File: config.mk
export PLATFORM = sky130hd
export DESIGN_NAME = seg_scan_driver
export DESIGN_NICKNAME = d
export VERILOG_FILES = /design/src/rtl/seg_pkg.sv /design/src/rtl/hex_to_seg.sv /design/src/rtl/seg_scan_driver.sv
export SDC_FILE = /design/constraint.sdc
export NUM_CORES = 1
export LEC_CHECK = 0
export CAP_MARGIN = 40
export CORE_MARGIN = 2
export CORE_UTILIZATION = 40
export DETAILED_ROUTE_END_ITERATION = 16
export MAX_ROUTING_LAYER = met4
export PLACE_DENSITY = 0.67
export RECOVER_POWER = 25
export SLEW_MARGIN = 20
export SYNTH_ARGS = -nofsm -noshare
export SYNTH_HDL_FRONTEND = slang
export SYNTH_HIERARCHICAL = 1
export SYNTH_SLANG_ARGS = --single-unit
File: constraint.sdc
create_clock -name clockIn -period 5.9 [get_ports clockIn]
set_input_delay 0.885 -clock clockIn [delete_from_list [all_inputs] [get_ports clockIn]]
set_output_delay 0.885 -clock clockIn [all_outputs]
set_load 0.01 [all_outputs]
File: src/rtl/seg_pkg.sv
// ============================================================================
// Module  : seg_pkg
// Brief   : Shared FSM encoding, inactive levels and hex segment table for the
//           multiplexed seven-segment scan driver.
// Revision: 1.0 - initial release
// ============================================================================
`default_nettype none

package seg_pkg;

    typedef logic [0:0] scanState_t;

    localparam scanState_t c_ST_IDLE = 1'b0;
    localparam scanState_t c_ST_SHOW = 1'b1;

    localparam logic c_OFF_ACTIVE_LOW  = 1'b1;
    localparam logic c_OFF_ACTIVE_HIGH = 1'b0;

    // Active-high patterns, segment a at bit 0; entry n is the glyph for nibble n.
    localparam logic [15:0][6:0] c_HEX_SEG = {
        7'h71, 7'h79, 7'h5E, 7'h39, 7'h7C, 7'h77, 7'h6F, 7'h7F,
        7'h07, 7'h7D, 7'h6D, 7'h66, 7'h4F, 7'h5B, 7'h06, 7'h3F
    };

endpackage

`default_nettype wire

File: src/rtl/hex_to_seg.sv
// ============================================================================
// Module  : hex_to_seg
// Brief   : Combinational nibble to active-high seven-segment pattern decoder.
// Revision: 1.0 - initial release
// ============================================================================
`default_nettype none

module hex_to_seg
    import seg_pkg::*;
(
    input  logic [3:0] i_nibble,
    output logic [6:0] o_segs
);

    assign o_segs = c_HEX_SEG[i_nibble];

endmodule

`default_nettype wire

File: src/rtl/seg_scan_driver.sv
// ============================================================================
// Module  : seg_scan_driver
// Brief   : Tear-free multiplexed seven-segment scan driver with leading-zero
//           blanking and per-digit decimal points.
// Revision: 1.0 - initial release
// ============================================================================
`default_nettype none

module seg_scan_driver
    import seg_pkg::*;
#(
    parameter int NUM_DIGITS = 4,
    parameter int BLANK_LZ   = 1,
    parameter int ACTIVE_LOW = 1
) (
    input  logic                    clockIn,
    input  logic                    resetN,
    input  logic                    scanTick,
    input  logic                    enable,
    input  logic [4*NUM_DIGITS-1:0] value,
    input  logic [NUM_DIGITS-1:0]   dpIn,
    output logic [6:0]              segOut,
    output logic                    dpOut,
    output logic [NUM_DIGITS-1:0]   anodeOut,
    output logic                    frameDone
);

    localparam int                    c_IDX_W     = $clog2(NUM_DIGITS);
    localparam logic [c_IDX_W-1:0]    c_LAST_IDX  = c_IDX_W'(NUM_DIGITS - 1);
    localparam logic                  c_OFF       = (ACTIVE_LOW != 0) ? c_OFF_ACTIVE_LOW
                                                                      : c_OFF_ACTIVE_HIGH;
    localparam logic [6:0]            c_SEG_OFF   = {7{c_OFF}};
    localparam logic [NUM_DIGITS-1:0] c_ANODE_OFF = {NUM_DIGITS{c_OFF}};

    scanState_t                  r_state;
    logic [c_IDX_W-1:0]          r_index;
    logic [4*NUM_DIGITS-1:0]     r_shadowVal;
    logic [NUM_DIGITS-1:0]       r_shadowDp;
    logic [6:0]                  r_seg;
    logic                        r_dp;
    logic [NUM_DIGITS-1:0]       r_anode;
    logic                        r_frame;

    scanState_t                  w_stateNext;
    logic [c_IDX_W-1:0]          w_indexNext;
    logic                        w_loadShadow;
    logic                        w_frameNext;
    logic [4*NUM_DIGITS-1:0]     w_dispVal;
    logic [NUM_DIGITS-1:0]       w_dispDp;
    logic [NUM_DIGITS-1:0]       w_zeroAbove;
    logic [NUM_DIGITS-1:0]       w_oneHot;
    logic [3:0]                  w_nibble;
    logic                        w_digitDp;
    logic                        w_blank;
    logic                        w_allZero;
    logic [6:0]                  w_segRaw;
    logic [6:0]                  w_segNext;
    logic                        w_dpNext;
    logic [NUM_DIGITS-1:0]       w_anodeNext;

    // State, index, shadow and output registers all advance on the same edge.
    always_ff @(posedge clockIn) begin
        if (!resetN) begin
            r_state     <= c_ST_IDLE;
            r_index     <= '0;
            r_shadowVal <= '0;
            r_shadowDp  <= '0;
            r_seg       <= c_SEG_OFF;
            r_dp        <= c_OFF;
            r_anode     <= c_ANODE_OFF;
            r_frame     <= 1'b0;
        end else begin
            r_state <= w_stateNext;
            r_index <= w_indexNext;
            if (w_loadShadow) begin
                r_shadowVal <= value;
                r_shadowDp  <= dpIn;
            end
            r_seg   <= w_segNext;
            r_dp    <= w_dpNext;
            r_anode <= w_anodeNext;
            r_frame <= w_frameNext;
        end
    end

    always_comb begin
        w_stateNext  = r_state;
        w_indexNext  = r_index;
        w_loadShadow = 1'b0;
        w_frameNext  = 1'b0;
        if (!enable) begin
            w_stateNext = c_ST_IDLE;
            w_indexNext = '0;
        end else if (scanTick) begin
            if (r_state == c_ST_IDLE) begin
                w_stateNext  = c_ST_SHOW;
                w_indexNext  = '0;
                w_loadShadow = 1'b1;
            end else if (r_index == c_LAST_IDX) begin
                w_indexNext  = '0;
                w_loadShadow = 1'b1;
                w_frameNext  = 1'b1;
            end else begin
                w_indexNext = r_index + c_IDX_W'(1);
            end
        end
    end

    // On a frame start the fresh input bypasses the shadow so digit 0 is current.
    assign w_dispVal = w_loadShadow ? value : r_shadowVal;
    assign w_dispDp  = w_loadShadow ? dpIn  : r_shadowDp;

    always_comb begin
        w_nibble    = '0;
        w_digitDp   = 1'b0;
        w_oneHot    = '0;
        w_zeroAbove = '0;
        w_blank     = 1'b0;
        w_allZero   = 1'b1;
        for (int i = NUM_DIGITS - 1; i >= 0; i--) begin
            w_allZero      = w_allZero & (w_dispVal[i*4 +: 4] == 4'h0);
            w_zeroAbove[i] = w_allZero;
        end
        for (int i = 0; i < NUM_DIGITS; i++) begin
            if (w_indexNext == c_IDX_W'(i)) begin
                w_nibble    = w_dispVal[i*4 +: 4];
                w_digitDp   = w_dispDp[i];
                w_oneHot[i] = 1'b1;
                w_blank     = (BLANK_LZ != 0) && (i != 0) && w_zeroAbove[i];
            end
        end
    end

    hex_to_seg u_hexToSeg (
        .i_nibble (w_nibble),
        .o_segs   (w_segRaw)
    );

    // XOR with the inactive level maps active-high data onto either polarity.
    always_comb begin
        w_segNext   = c_SEG_OFF;
        w_dpNext    = c_OFF;
        w_anodeNext = c_ANODE_OFF;
        if (w_stateNext == c_ST_SHOW) begin
            w_anodeNext = c_ANODE_OFF ^ w_oneHot;
            w_segNext   = w_blank ? c_SEG_OFF : (w_segRaw ^ c_SEG_OFF);
            w_dpNext    = w_digitDp ^ c_OFF;
        end
    end

    assign segOut    = r_seg;
    assign dpOut     = r_dp;
    assign anodeOut  = r_anode;
    assign frameDone = r_frame;

endmodule

`default_nettype wire

# == Yosys cells after proc, flatten, opt, wreduce, memory -nomap -nowiden ==
# Memories as Yosys holds them, arrays and structs flattened.
# Cells that the tools add are included.
# totals
output_inout_bits,13
reg_bits,36
word_cells,57
rom_bits,112
n_memories,1
# mem_list
name,depth,word_bits,rd,rd_clocked_by_memory_dff,wr,line_no,source
(name not given),16,7,1,0,0,hex_to_seg.sv:15,assign o_segs = c_HEX_SEG[i_nibble];
# classes
eq_ne,4
n_mux,28
bitwise,7
magnitude_cmp,1
n_reduce_logical,7
addsub,1
# op_table
op,n
4-bit 2-to-1 mux,5
1-bit 2-to-1 mux,17
16-bit 2-to-1 mux,1
4-bit zero test,3
2-bit 2-to-1 mux,4
7-bit 2-to-1 mux,1
7-bit inverter,1
"2-bit == test, second input constant",3
"4-bit by 5-bit less-than comparator with 1-bit output, second input constant",1
4-bit inverter,1
4-bit AND reduction,1
1-bit inverter,3
3-bit OR reduction,1
"2-bit by 1-bit adder with 2-bit output, second input constant",1
1-bit AND,2
"2-bit by 1-bit == test with 1-bit output, second input constant",1
2-bit zero test,1
2-bit AND reduction,1

# == Longest topological paths before layout ==
# Gate-level depths: netlist of the first run.
# depth
depth_word,13
ltp_mapped,12
depth_no_buf,11

# == Modules after synthesis ==
# The synthesis of the first run kept the hierarchy.
# by_module_without_submodules
module,n_inst,cells_per_inst,area_per_inst_um2
seg_scan_driver,1,158,1615.3
hex_to_seg,1,33,287.8

# == Worst setup path after synthesis of the first run ==
# No wires, ideal clock.
# synth_timing
path_kind,input to register
from,input scanTick
to,"register r_seg[3], in the netlist segOut[3]"
stages,8
setup_time_ns,0.079
path_slack_ns,3.082
required_ns,5.821
arrival_time_ns,2.739
path_cell_list,and3_2 -> a32oi_2 -> o22ai_1 -> a211o_1 -> inv_1 -> ha_1 -> mux4_1 -> o211ai_1
# synth_via
elab_chain_cells,10
# synth_lines
item,line_no,source
start: declaration,seg_scan_driver.sv:18,"input logic scanTick,"
1-bit 2-to-1 mux or 2-bit 2-to-1 mux (tied branches),seg_scan_driver.sv:94,end else if (scanTick) begin
1-bit 2-to-1 mux or 2-bit 2-to-1 mux (tied branches),seg_scan_driver.sv:91,if (!enable) begin
16-bit 2-to-1 mux or 2-bit zero test (tied branches),-,
4-bit 2-to-1 mux (3 in series),seg_scan_driver.sv:125,if (w_indexNext == c_IDX_W'(i)) begin
4-bit 2-to-1 mux *,seg_scan_driver.sv:125,
named net w_nibble[0],seg_scan_driver.sv:52,logic [3:0] w_nibble;
memory 16 x 7 bit *,-,
7-bit 2-to-1 mux (not written as such) *,hex_to_seg.sv:15,
named net w_segRaw[3],seg_scan_driver.sv:56,logic [6:0] w_segRaw;
7-bit inverter (no source line) *,-,
end signal: assignment,seg_scan_driver.sv:68,r_seg <= c_SEG_OFF;
end signal: assignment,seg_scan_driver.sv:79,r_seg <= w_segNext;
end: declaration,seg_scan_driver.sv:39,logic [6:0] r_seg;
# The timed path passes the listed nets; every way through them passes the cells marked *. The select of a mux whose other input is x is not followed.
# A chain may end at the register's enable or synchronous reset.

# == Worst setup path after layout of the first run ==
# Same ends and word-level chain as after synthesis.

==> results of run 1 <==
==> critical path, cell delays in order <==
cell	delay, ns
clkdlybuf4s50_1	0.80
nand3_2	0.72
mux2i_1	0.43
o22a_1	0.18
o221ai_1	0.25
inv_1	0.21
ha_1	0.26
inv_1	0.05
mux4_1	0.47
o211ai_1	0.09
==> flip-flops by register name, summed over array words and instances (netlist names) <==
| register | cells |
|---|---|
| r_shadowVal | 16 |
| segOut | 7 |
| anodeOut | 4 |
| r_shadowDp | 4 |
| r_index | 2 |
| dpOut | 1 |
| frameDone | 1 |
| r_state | 1 |
==> power by group through the flow <==
stage | clock network [uW] | logic (uW) | registers (uW)
6_report | 182 | 98.6 | 257
5_1_grt | 197 | 107 | 258
4_1_cts | 185 | 99.8 | 257
3_5_place_dp | 0 | 98.7 | 263
3_3_place_gp | 0 | 98.0 | 263
2_1_floorplan | 0 | 64.1 | 263
==> through the flow <==
step / util, % / power, uW
after global placement: 48.59 / 360.8
after detailed placement: 48.59 / 361.7
after CTS: 50.58 / 541.9
final: 50.58 / 537.4
after floorplan: - / 327.5
after global routing: 50.58 / 562.2
==> worst min path at each step <==
stage | endpoint | cells past startpoint
2_1_floorplan | r_shadowDp[1] | 2
3_3_place_gp | r_shadowDp[0] | 2
3_5_place_dp | r_shadowDp[0] | 2
4_1_cts | r_shadowDp[0] | 2
5_1_grt | r_shadowDp[3] | 2
6_report | r_shadowDp[0] | 2
==> cell families after synthesis <==
logic type	Yosys count	share of synthesized area (%)
DFF	36	37.87
adders and majority gates	8	5.260
muxes	25	14.27
buffers and inverters	18	5.062
AOI/OAI and AO/OA	41	18.15
and+or+nand+nor	63	19.40
==> layout make-up <==
| class | count | area [um2] |
|---|---|---|
| Multi-Input combinational cell | 137 | 1086 |
| Sequential cell | 36 | 720.7 |
| Inverter | 8 | 30.03 |
| Timing Repair Buffer | 36 | 360.3 |
| Clock inverter | 2 | 10.01 |
| Tap cell | 54 | 67.56 |
| Fill cell | 463 | 2303 |
| Clock buffer | 6 | 82.58 |
==> placed cells by master (no fill, tap or decap), drive strengths merged, types with 8 or more instances in the layout <==
master,instances
dfxtp,36
mux2i,20
ha,8
nor2b,22
dlygate4sd3,11
inv,8
clkdlybuf4s50,25
nand2b,8
==> routing by layer <==
layer	global-route usage [%]	vias to the layer above
met4	3.704	0
li1	-	758
met1	22.81	700
met3	4.696	6
met5	-	-
met2	27.27	37
==> results by group, run 1 <==
Clocking
  – # hold bufs at CTS: 0
  – Clock transition at the registers of the reported paths: 0.07 ns
  – Clk buf depth: 2
  – Cts bufs inserted: 5
  – Post-cts resize count: 0
  – CTS tree: yes
  – CTS sink count: 36
  – Post-CTS setup buffers: 0
  – Clock Latency Late Sink: 0.28 ns
  – Clock root cell: clkbuf_8
  – Clock H-tree levels: 2

Global route
  – Gr ovfl total: 0
  – Vias in the first global route: 1395
  – Antenna violations before repair: 0
  – Largest net degree at the start of global routing: 24
  – First-pass GRT wire length: 6.879 mm
  – Total track usage: 17.48%

Min path
  – Worst Hold Class: register to register
  – Worst hold start: r_shadowDp[0]

STA
  – WHS: 0.5260 ns
  – RSZ-0062 raised after global routing: false
  – Slew @ Worst Pin: 0.7762 ns
  – Tcrit/Tclk final: 70.38%
  – Clock skew: 0.002458 ns
  – TNS Setup: 0 ns
  – Slew HR: 48.07%
  – Setup ws final: 1.748 ns
  – Final Hold Violating Endpoints: 0
  – Min cycle time layout: 4.152 ns
  – Fmax: 0.2408 GHz
  – Fin. max-slew vios: 0
  – Final setup vio count: 0

Synthesis
  – Most frequent cells after synthesis: 36 x dfxtp_1, 22 x nor2b_1, 20 x mux2i_1
  – Post-synthesis cell count: 191
  – Synth area leaders: dfxtp_1 38%, mux2i_1 11%, nor2b_1 7.2%
  – Synthesis Warnings: 6
  – EDFF count, synth: 0
  – Top-count cell post-synth: dfxtp_1
  – Post-synthesis sequential area ratio: 37.87%
  – Mapped Nets: 223
  – Main synth FF type: dfxtp_1
  – Ys async rst share: 0%
  – Avg Inst Size Synth: 9.964 um2
  – Syn Std Cell Area: 1903 um2
  – Synth top area share: 37.87%
  – Yosys reg bits: 36
  – Dominant cell type by area after synthesis: dfxtp_1
  – Netlist cell types: 49

Pwr
  – Worst VDD drop: 0.0001228 V
  – Int Pwr: 396.3 uW
  – Combinational power share: 18.4%
  – Reg power frac: 47.9%
  – LEAKAGE: 0.0009250 uW
  – Cell Pwr Density: 228.0 nW/um2
  – Clk pwr share: 33.8%
  – Sw Ratio: 26.25%
  – Sw power: 141.1 uW

Critical path
  – Arr. time, crit path: 4.36 ns
  – Critical path type: input pin to register
  – Critical Path Source Type: input pin
  – Worst flop-to-flop path startpoint: r_index[0]
  – Worst-case reg-to-reg path depth: 11
  – Critical path endpoint: segOut[3]
  – Reg2Reg Setup Slack: 2.37 ns
  – CP Launch Point: scanTick
  – Critical Path RT: 6.11 ns
  – Crit-path max FO: 23
  – Crit end category: register
  – FF-to-FF End: segOut[3]

Die
  – Core Area: 4661 um2
  – Row cnt: 25
  – Initial Utilization: 40.83%
  – Die area: 5325 um2
  – Ports: 37
  – Die height: 72.98 um
  – Die W: 72.98 um

Run status
  – Outcome: complete, no violations

Routing
  – Top Layer Used: met4
  – Metal2 WL: 2.023 mm
  – Metal3 WL: 136 um
  – Post-route ant nets: 0
  – 1st-pass router iterations: 4
  – Routed WL per cell: 15.23 um
  – Total Routed Length: 4.248 mm
  – Starting DRT DRC Count: 82
  – M1 WL: 2.040 mm
  – Via count: 1501
  – DRC: 0
  – Drt via density: 5.380

Place
  – Setup WS pre-CTS: 1.536 ns
  – Post-DP HPWL: 3.119 mm
  – Placed cell area: 2265 um2
  – Port Buf Inserts: 36
  – Placed insts: 271
  – Gpl congestion: 0.8573

Cells and area
  – Layout Nets: 256
  – Final Cell Area: 2357 um2
  – Post-Layout Cell Count: 279
  – Layout area overhead: 23.87%
  – Share of cells above drive strength 1: 9.778%
  – Antenna Cells: 0

Run
  – Max-Cap Viols: 0
Power figures use the tool's default switching activity.
==> run 2: changes to the inputs <==
--- a/config.mk
+++ b/config.mk
@@ -10,7 +10,7 @@
 export CORE_UTILIZATION = 40
 export DETAILED_ROUTE_END_ITERATION = 16
 export MAX_ROUTING_LAYER = met4
-export PLACE_DENSITY = 0.67
+export PLACE_DENSITY = 0.7
 export RECOVER_POWER = 25
 export SLEW_MARGIN = 20
 export SYNTH_ARGS = -nofsm -noshare
==> constraint.sdc (replaced) <==
create_clock -name clockIn -period 3.7 [get_ports clockIn]
set_input_delay 0.555 -clock clockIn [delete_from_list [all_inputs] [get_ports clockIn]]
set_output_delay 0.555 -clock clockIn [all_outputs]
set_load 0.01 [all_outputs]
==> results by group, run 2 (synthesis gave the netlist of run 1 again) <==
Run status
  – Outcome: complete, no violations

Clocking
  – Cts bufs inserted: 5
  – Clock transition at the registers of the reported paths: 0.07 ns
  – Clock root cell: clkbuf_8
  – Post-CTS setup buffers: 0
  – Clock Latency Late Sink: 0.29 ns
  – Clk buf depth: 2
  – Post-cts resize count: 0
  – Clock H-tree levels: 2
  – # hold bufs at CTS: 0
  – CTS tree: yes
  – CTS sink count: 36

Cells and area
  – Commonest non-fill, non-tap cell in the layout: dfxtp_1
  – Max FFs per register: 16
  – Post-layout util: 51.79%
  – Layout area overhead: 26.82%
  – Most flop-heavy register: r_shadowVal
  – Antenna Cells: 0
  – Share of cells above drive strength 1: 11.26%
  – Layout Nets: 262
  – Most frequent cells in the layout: 36 x dfxtp_1, 25 x clkdlybuf4s50_1, 22 x nor2b_1, 20 x mux2i_1, 11 x dlygate4sd3_1
  – Post-Layout Cell Count: 285

Die
  – Die height: 72.98 um
  – Die W: 72.98 um
  – Core Area: 4661 um2
  – Row cnt: 25
  – Ports: 37
  – Initial Utilization: 40.83%
  – Die area: 5325 um2

STA
  – Clock skew: 0.006911 ns
  – Final Hold Violating Endpoints: 0
  – Fmax: 0.3102 GHz
  – Tcrit/Tclk final: 87.13%
  – Min cycle time layout: 3.224 ns
  – Slew @ Worst Pin: 0.7948 ns
  – Fin. max-slew vios: 0
  – RSZ-0062 raised after global routing: false
  – Final setup vio count: 0
  – Setup ws final: 0.4761 ns
  – Slew HR: 46.82%
  – TNS Setup: 0 ns

Routing
  – 1st-pass router iterations: 4
  – Post-route ant nets: 0
  – Via count: 1508
  – Top Layer Used: met4
  – Metal3 WL: 135 um
  – DRC: 0
  – M1 WL: 1.978 mm
  – Metal2 WL: 1.968 mm
  – Drt via density: 5.291
  – Routed WL per cell: 14.56 um
  – Starting DRT DRC Count: 67
  – Total Routed Length: 4.149 mm

Critical path
  – Delay-heaviest family, CP: buffers and inverters
  – Most used cell, CP: inv_1
  – Critical Path RT: 3.91 ns
  – WP buf/inv: 4
  – Crit-path max FO: 18
  – Highest cell delay on the worst timing path: 0.68 ns
  – Critical Path Source Type: input pin
  – Slowest-stage cell, CP: dlygate4sd3_1
  – Crit end category: register
  – Arr. time, crit path: 3.44 ns
  – CP Cell Sequence: dlygate4sd3_1 > nand3_2 > buf_4 > mux2i_1 > o22a_1 > o221ai_1 > inv_1 > ha_1 > inv_1 > mux4_1 > o211ai_1
  – Critical path type: input pin to register

Global route
  – Total track usage: 17.33%
  – Vias in the first global route: 1447
  – First-pass GRT wire length: 6.782 mm
  – Gr ovfl total: 0
  – Largest net degree at the start of global routing: 23
  – Antenna violations before repair: 0

Place
  – Gpl congestion: 0.8949
  – Post-DP HPWL: 3.163 mm
  – Port Buf Inserts: 36
  – Placed insts: 277
  – Setup WS pre-CTS: 0.2488 ns

Pwr
  – Worst VDD drop: 0.0001434 V
  – Cell Pwr Density: 376.3 nW/um2
  – Power after layout: 908.3 uW
  – LEAKAGE: 0.0009459 uW

Run
  – Max-Cap Viols: 0

Min path
  – Worst Hold Class: register to register
[run 2: cell types whose count changed in the layout (fill, tap and decap cells not counted), sizes merged]
| cell | before | now |
|---|---|---|
| buf | 0 | 5 |
| bufinv | 0 | 1 |
| clkbuf | 6 | 7 |
| clkinv | 2 | 1 |
[run 2: worst register-to-register path: cells and delay by family (launching register included)]
family,cells,cell delay [ns]
AO/OA/AOI/OAI,3,0.49
flip-flops,1,0.40
AND/OR/NAND/NOR,2,0.28
multiplexers,2,0.77
adder cells (fa/ha/maj),2,0.52
buffers and inverters,3,0.55
[run 2: per-stage QoR]
step | area (um2) | hold slack [ns]
floorplan | 1903 | 0.4822
global placement | 2310 | 0.4976
detailed placement | 2310 | 0.5093
CTS | 2417 | 0.5261
global route | 2414 | 0.5611
finish | 2414 | 0.5262
[run 2: metal layers]
metal	up-vias	global-route usage [%]
met2	35	27.58
li1	768	-
met1	700	21.45
met5	-	-
met4	0	5.967
met3	5	4.282
[run 2: path summary, 6_finish.rpt]
path / cells after the start / start / to / slack, ns
max: 11 / scanTick / segOut[3] / 0.48
min: 2 / r_shadowDp[0] / r_shadowDp[0] / 0.53
min reg2reg: 2 / r_shadowDp[0] / r_shadowDp[0] / 0.53
max reg2reg: 12 / r_index[0] / segOut[3] / 0.62
[run 2: power by group]
part           switching [uW]  leakage, uW  internal [uW]
registers                6.39     0.000294            404
clock network             139    0.0000552            200
logic                    77.3     0.000597           82.1
total                     223     0.000946            686
[run 2: cell type report]
class / count / area, um2
clock inverters: 2 / 35.03
fillers: 445 / 2247
inverters: 8 / 30.03
clock buffers: 6 / 72.57
well taps: 54 / 67.56
multi-input cells: 137 / 1086
flip-flops and latches: 36 / 720.7
repair buffers: 42 / 401.6
